### config.mk
export PLATFORM = sky130hd
export DESIGN_NAME = flag_owner_arbiter
export DESIGN_NICKNAME = d
export VERILOG_FILES = /design/src/rtl/flag_arb_pkg.sv /design/src/rtl/rr_pick.sv /design/src/rtl/flag_owner_arbiter.sv
export SDC_FILE = /design/constraint.sdc
export NUM_CORES = 1
export LEC_CHECK = 0
export CAP_MARGIN = 20
export CORE_MARGIN = 8
export CORE_UTILIZATION = 53
export CTS_BUF_LIST = sky130_fd_sc_hd__clkbuf_8
export CTS_CLUSTER_DIAMETER = 150
export DETAILED_ROUTE_END_ITERATION = 10
export PLACE_DENSITY = 0.89
export SLEW_MARGIN = 10
export SYNTH_ARGS = -nofsm -noshare
export SYNTH_HDL_FRONTEND = slang
export SYNTH_HIERARCHICAL = 1
export SYNTH_SLANG_ARGS = --single-unit
### constraint.sdc
create_clock -name clk -period 2.6 [get_ports clk]
set_clock_uncertainty 0.1 [all_clocks]
set_input_delay 0.26 -clock clk [delete_from_list [all_inputs] [get_ports clk]]
set_output_delay 0.26 -clock clk [all_outputs]
set_load 0.01 [all_outputs]
### src/rtl/flag_arb_pkg.sv
// +----------------------------------------------------------------------+
// | flag_arb_pkg : shared state encoding for the flag ownership arbiter   |
// | Revision     : 1.0                                                    |
// +----------------------------------------------------------------------+
`default_nettype none

package flag_arb_pkg;

   localparam int c_state_w = 3;

   typedef enum logic [c_state_w-1:0] {
      IDLE     = 3'd0,
      SET      = 3'd1,
      OWNED    = 3'd2,
      CLR      = 3'd3,
      WAIT_LOW = 3'd4
   } state_t;

endpackage

`default_nettype wire

### src/rtl/rr_pick.sv
// +----------------------------------------------------------------------+
// | rr_pick  : combinational round-robin picker starting at ptr           |
// | Revision : 1.0                                                        |
// +----------------------------------------------------------------------+
`default_nettype none

module rr_pick #(
   parameter int NUM_REQ = 4,
   parameter int ID_W    = $clog2(NUM_REQ)
) (
   input  logic [NUM_REQ-1:0] req,
   input  logic [ID_W-1:0]    ptr,
   output logic               any_req,
   output logic [ID_W-1:0]    winner
);

   localparam logic [ID_W:0] c_num = (ID_W+1)'(NUM_REQ);

   logic [2*NUM_REQ-1:0] w_dbl;
   logic [ID_W:0]        w_idx;
   logic [ID_W:0]        w_wrap;

   assign w_dbl = {req, req};

   // Scan downward so the candidate nearest ptr is the last one written.
   always_comb begin
      any_req = 1'b0;
      winner  = '0;
      w_idx   = '0;
      w_wrap  = '0;
      for (int i = NUM_REQ - 1; i >= 0; i--) begin
         w_idx = {1'b0, ptr} + (ID_W+1)'(i);
         if (w_dbl[w_idx]) begin
            any_req = 1'b1;
            w_wrap  = (w_idx >= c_num) ? (w_idx - c_num) : w_idx;
            winner  = w_wrap[ID_W-1:0];
         end
      end
   end

endmodule

`default_nettype wire

### src/rtl/flag_owner_arbiter.sv
// +----------------------------------------------------------------------+
// | flag_owner_arbiter : round-robin owner of a shared set/clear flag,    |
// |                      with optional hold timeout                       |
// | Revision           : 1.0                                              |
// +----------------------------------------------------------------------+
`default_nettype none

module flag_owner_arbiter
   import flag_arb_pkg::*;
#(
   parameter int NUM_REQ  = 4,
   parameter int HOLD_MAX = 255,
   parameter int CNT_W    = 8,
   parameter int ID_W     = $clog2(NUM_REQ)
) (
   input  logic               clk,
   input  logic               rst,
   input  logic [NUM_REQ-1:0] req,
   input  logic [NUM_REQ-1:0] rel,
   input  logic               flag_i,
   output logic               set_o,
   output logic               clr_o,
   output logic [NUM_REQ-1:0] gnt,
   output logic [ID_W-1:0]    owner_id,
   output logic               busy,
   output logic               timeout_o
);

   localparam logic [CNT_W-1:0] c_hold_last =
      CNT_W'((HOLD_MAX == 0) ? 0 : HOLD_MAX - 1);
   localparam bit               c_timeout_en = (HOLD_MAX != 0);
   localparam logic [ID_W-1:0]  c_last_id    = ID_W'(NUM_REQ - 1);

   state_t             r_state;
   logic [ID_W-1:0]    r_ptr;
   logic [CNT_W-1:0]   r_hold_cnt;

   logic               w_any_req;
   logic [ID_W-1:0]    w_winner;
   logic [ID_W-1:0]    w_ptr_next;
   logic               w_rel_own;
   logic               w_hold_hit;
   logic [NUM_REQ-1:0] w_owner_oh;

   rr_pick #(
      .NUM_REQ (NUM_REQ),
      .ID_W    (ID_W)
   ) u_pick (
      .req     (req),
      .ptr     (r_ptr),
      .any_req (w_any_req),
      .winner  (w_winner)
   );

   assign w_ptr_next = (w_winner == c_last_id) ? '0 : w_winner + 1'b1;
   assign w_rel_own  = rel[owner_id];
   assign w_hold_hit = c_timeout_en && (r_hold_cnt == c_hold_last);
   assign w_owner_oh = NUM_REQ'(1) << owner_id;

   always_ff @(posedge clk or posedge rst) begin
      if (rst) begin
         r_state    <= IDLE;
         r_ptr      <= '0;
         r_hold_cnt <= '0;
         owner_id   <= '0;
         set_o      <= 1'b0;
         clr_o      <= 1'b0;
         gnt        <= '0;
         busy       <= 1'b0;
         timeout_o  <= 1'b0;
      end else begin
         set_o     <= 1'b0;
         clr_o     <= 1'b0;
         timeout_o <= 1'b0;
         case (r_state)
            IDLE: begin
               if (w_any_req) begin
                  owner_id <= w_winner;
                  r_ptr    <= w_ptr_next;
                  set_o    <= 1'b1;
                  busy     <= 1'b1;
                  r_state  <= SET;
               end
            end
            SET: begin
               r_hold_cnt <= '0;
               gnt        <= w_owner_oh;
               r_state    <= OWNED;
            end
            OWNED: begin
               if (r_hold_cnt != '1) begin
                  r_hold_cnt <= r_hold_cnt + 1'b1;
               end
               // An owner release takes precedence over a coincident timeout.
               if (w_rel_own) begin
                  gnt     <= '0;
                  clr_o   <= 1'b1;
                  r_state <= CLR;
               end else if (w_hold_hit) begin
                  gnt       <= '0;
                  clr_o     <= 1'b1;
                  timeout_o <= 1'b1;
                  r_state   <= CLR;
               end
            end
            CLR: begin
               r_state <= WAIT_LOW;
            end
            WAIT_LOW: begin
               if (!flag_i) begin
                  busy    <= 1'b0;
                  r_state <= IDLE;
               end
            end
            default: begin
               gnt     <= '0;
               busy    <= 1'b0;
               r_state <= IDLE;
            end
         endcase
      end
   end

endmodule

`default_nettype wire

Word level (Yosys, flattened, before mapping). Index checks and enable logic that the tools add are counted.

Register bits after elaboration: 23. Input bits: 11. Word-level logic and storage cells: 93.

Add/subtract/negate cells: 9. $lt $le $gt $ge: 9. Equality and inequality tests: 11. Shift operators: 1. Multiplexer cells: 43. Bitwise logic cells: 2. Reduce and logical (&&, ||, !) cells: 9.

Operator list (number): $mux 1 (18); $mux 2 (9); $pmux 8 s2 (1); $pmux 3 s5 (1); $lt 3x4->1 const B (3); $mux 3 (4); $pmux 4 s3 (1); $bmux 1 s3 (3); $ge 3x3->1 const B (3); $add 8x1->8 const B (1); $eq 8x8->1 const B (1); $mux 4 (2); $mux 8 (1); $ne 8x8->1 const B (1); $sub 2x1->2 const B (4); $add 2x2->3 const B (2); $eq 3x2->1 const B (2); $reduce_and 2->1 (3); $reduce_and 3->1 (2); $reduce_or 3->1 (2); $bmux 1 s2 (2); $lt 2x4->1 const B (1); $ne 2x2->1 const B (2); $shl 1x2->4 const A (1); 13 further kinds (14).

Depth between registers and ports, before layout.
Depth in word-level cells: 9. Depth in mapped cells: 8. Depth with buffers taken out: 8.

Modules after synthesis. Netlist, hierarchy kept.

By module, submodules not included: flag_owner_arbiter (instances 1, cells an instance 107, area an instance 1184.9 um^2); rr_pick (instances 1, cells an instance 28, area an instance 170.2 um^2).

Worst setup path after synthesis. No wires, ideal clock.

Path kind: register to register. Start: register r_ptr[1]. End: register r_ptr[1]. Library setup time: 0.125 ns. Arrival: 1.847 ns. Data required time: 2.375 ns. Setup slack: 0.529 ns. Stages on the path, launching flop included: 8. Path buffers: 0. Period minus slack after synthesis: 2.071 ns. Path through: dfrtp_1 > ha_1 > nor2b_1 > o21ai_0 > a31oi_1 > a21o_1 > ha_1 > mux2_2.

Longest elaborated chain between the ends: 9. Elaborated cells on any way between the ends: 35. Those cells by class: add/sub: 8; order compare: 4; eq/ne: 1; mux: 21; reduce/logical: 1.

RTL lines: start, declared (line flag_owner_arbiter.sv:35) `logic [ID_W-1:0] r_ptr;`; start signal, assigned (line flag_owner_arbiter.sv:79) `r_ptr <= w_ptr_next;`; $add 2x2->3 (line rr_pick.sv:32) `w_idx = {1'b0, ptr} + (ID_W+1)'(i);`; $ge 3x3->1 / $bmux 1 s3 (equally long branches) (line rr_pick.sv:35, rr_pick.sv:33); $mux 2 / $mux 1 (equally long branches) (line rr_pick.sv:35, rr_pick.sv:33); $mux 2 (3 in a row) (line rr_pick.sv:33) `if (w_dbl[w_idx]) begin`; $mux 2 * (line rr_pick.sv:33); net w_winner[0] (line flag_owner_arbiter.sv:39) `logic [ID_W-1:0] w_winner;`; $add 2x1->2 / $eq 2x2->1 (equally long branches) (line flag_owner_arbiter.sv:55) `assign w_ptr_next = (w_winner == c_last_id) ? '0 : w_winner + 1'b1;`; $mux 2 * (line flag_owner_arbiter.sv:55); net w_ptr_next[1] (line flag_owner_arbiter.sv:40) `logic [ID_W-1:0] w_ptr_next;`.

Mark *: on every way through the listed nets, which the timed path passes. The rest lies on a longest branch. The select of a mux whose other input is x is not followed. A chain may end at the register's enable or synchronous reset.

Final worst setup path.
Start: register r_ptr[0]. End: register r_ptr[1].

Longest elaborated chain between the ends: 9. Elaborated cells on any way between the ends: 35. Those cells by class: add/sub: 8; order compare: 4; eq/ne: 1; mux: 21; reduce/logical: 1.

RTL lines: $add 2x2->3 (line rr_pick.sv:32); $ge 3x3->1, or another cell as far along (line rr_pick.sv:35) `w_wrap = (w_idx >= c_num) ? (w_idx - c_num) : w_idx;`; $mux 2 / $mux 1 (equally long branches) (line rr_pick.sv:35, rr_pick.sv:33); $mux 2 (3 in a row) (line rr_pick.sv:33); $mux 2 * (line rr_pick.sv:33); net w_winner[0] (line flag_owner_arbiter.sv:39); $add 2x1->2 / $eq 2x2->1 (equally long branches) (line flag_owner_arbiter.sv:55); $mux 2 * (line flag_owner_arbiter.sv:55); net w_ptr_next[1] (line flag_owner_arbiter.sv:40).

Marked as above.

==> results.py <==
metrics = {
    "outcome": {
        "status": "finished clean",
    },
    "routing": {
        "drt-vias-per-instance": 6.043,
        "drt_iter0_drc": 52,
        "drc": 0,
        "wire_per_inst_um": 16.40,
        "firstDrtPassIters": 4,
        "dr_total_vias": 1112,
        "routed_wirelength_um": 3018,
        "final_antenna_net_count": 0,
    },
    "floorplanning": {
        "start_util_pct": 55.20,
        "rows": 18,
        "coreArea_mm2": 0.002455,
        "die_w_um": 66.57,
        "die_h_um": 66.57,
        "io_pins": 21,
        "dieArea_mm2": 0.004431,
    },
    "sta": {
        "rsz0062_at_grt": "no",
        "hold_viol": 0,
        "slew_viol_final": 0,
        "finalCriticalPeriod_ns": 2.322,
        "timing.setup.tns_ns": 0,
        "worst_pin_slew_ns": 0.8415,
        "fin_crit_sh_pct": 89.29,
        "hold_ws_ns": 0.3674,
        "max_freq_ghz": 0.4307,
        "relSlewSlack_pct": 43.84,
        "setup_viol": 0,
    },
    "grt": {
        "grt_pass1_wl_um": 5250,
        "antenna_found_initial": 0,
        "overflow": 0,
        "grt.total_usage_pct": 14.70,
        "grt_pass1_vias": 1151,
        "grt_max_degree": 24,
    },
    "clock_tree": {
        "htree_levels": 1,
        "clk_latency_ns": 0.26,
        "clock-sinks": 23,
        "cts-root-buf": "clkbuf_8",
        "cts_tree": "yes",
        "cts_made_buffers": 3,
        "clk_pin_slew_ns": 0.08,
        "cts_resized": 0,
        "cts_hold_buf": 0,
        "post-cts-setup-buffers": 0,
        "clockBufferDepth": 2,
    },
    "placement": {
        "port_buffers": 20,
        "placed_cells": 180,
        "gp_congestion": 0.8720,
        "dpl.hpwl_um": 2258,
    },
    "synth": {
        "synth_nets": 150,
        "synth-seq-cells": 23,
        "netlist_area_mm2": 0.001355,
        "synth-edff-count": 0,
        "post-synth-top-count-cell": "dfrtp_1",
        "synthArstFlopShare_pct": 100.0,
        "syn_area_per_cell_um2": 10.04,
        "ys_types": 40,
        "ys_top_cells_by_area": "dfrtp_1 (42%), nor2_1 (3.9%), ha_1 (3.7%)",
        "ys_top_cells_by_count": "dfrtp_1 (23), nor2_1 (14), nand2_1 (13), o21ai_0 (8)",
        "yosysTopAreaCellShare_pct": 42.47,
        "synth-main-ff-cell": "dfrtp_1",
        "syn_inst": 135,
        "yosysWarningCount": 6,
        "ys_seq_area_share_pct": 42.47,
        "synth_area_leader_cell": "dfrtp_1",
    },
    "critical_path": {
        "start_kind": "flip-flop",
        "path_max_fanout": 11,
        "worst_ep_required_time_ns": 2.64,
        "endpoint_kind": "flip-flop",
        "crit_type": "flip-flop to flip-flop",
        "arrival_ns": 2.36,
    },
    "cells_and_area": {
        "fin_cells": 184,
        "drive_above_1_share_pct": 12.99,
        "n_antenna_cell": 0,
        "nets": 170,
        "area_delta_synth_final_pct": 19.02,
    },
    "pwr": {
        "ir_drop_uv": 746.7,
        "powerDensity_mw_per_mm2": 1076,
        "p_leak_nw": 0.7190,
    },
    "hold_path": {
        "hold_path_class": "input pin to asynchronous set/reset pin",
    },
    "run": {
        "cap_violations": 0,
    },
}
kinds of logic after synthesis:
group | count (synthesis) | synth area share, %
AND/OR/NAND/NOR | 56 | 24.28
buffers and inverters | 11 | 3.878
AO/OA/AOI/OAI | 32 | 17.91
XOR/XNOR | 1 | 0.6465
adder cells (fa/ha/maj) | 4 | 3.694
multiplexers | 8 | 7.110
flip-flops | 23 | 42.47
area by class of cell:
cell class	count	area (um^2)
multi-input combinational	101	726.9
timing repair buffer	21	207.7
clock buffer	3	41.29
sequential	23	575.6
inverter	5	18.77
fill	187	842.1
tap	30	37.54
clock inverter	1	5.005
power by group:
group / total, W / internal, W / switching [W]
registers: 0.000668 / 0.000472 / 0.000196
logic: 0.000851 / 0.000444 / 0.000407
clock network: 0.000216 / 0.000107 / 0.000109
state kept, by name (all words and copies together) (netlist names):
name,flops
busy,1
clr_o,1
set_o,1
gnt,4
r_state,3
timeout_o,1
r_ptr,2
r_hold_cnt,8
owner_id,2
placed cells by master (no fill, tap or decap), drive strengths merged, types with 4 or more instances in the layout:
master / n
a21o: 6
a31oi: 4
clkdlybuf4s50: 20
dfrtp: 23
ha: 4
inv: 5
mux2i: 4
nand2: 13
nand3: 4
nor2: 14
nor2b: 5
o21ai: 8
routing by layer:
metal	share of wire [%]	GRT usage (%)
met1	43	17.15
met3	6.2	4.866
met4	0.27	4.000
met5	0	0
met2	51	24.97
per-stage QoR:
| stage | area [um^2] | total power (W) | util (%) | worst slack, ns |
|---|---|---|---|---|
| detailed placement | 1567 | 0.001503 | 63.81 | 0.3173 |
| global placement | 1567 | 0.001441 | 63.81 | 0.4340 |
| CTS | 1613 | 0.001729 | 65.70 | 0.3081 |
| global route | 1613 | 0.001864 | 65.70 | 0.2000 |
| floorplan | 1355 | 0.001241 | - | 0.5286 |
| finish | 1613 | 0.001735 | 65.70 | 0.2785 |
final timing paths:
path	startpoint	to	slack [ns]	cells past startpoint
setup / recovery	r_ptr[0]	r_ptr[1]	0.28	7
hold / removal	rst	timeout_o	0.37	2
setup reg to reg	r_ptr[0]	r_ptr[1]	0.28	7
hold reg to reg	busy	busy	0.39	1
max in group asynchronous	rst	gnt[0]	1.51	2
min in group clk	busy	busy	0.39	1
worst max-delay path, cell delays in order, from the launching register on:
cell,delay (ns)
dfrtp_1,0.49
ha_1,0.45
nand2b_1,0.17
a21o_1,0.15
o221ai_2,0.08
a21o_1,0.22
ha_1,0.29
mux2_2,0.26
No activity file was read; power rests on OpenSTA's default activity.
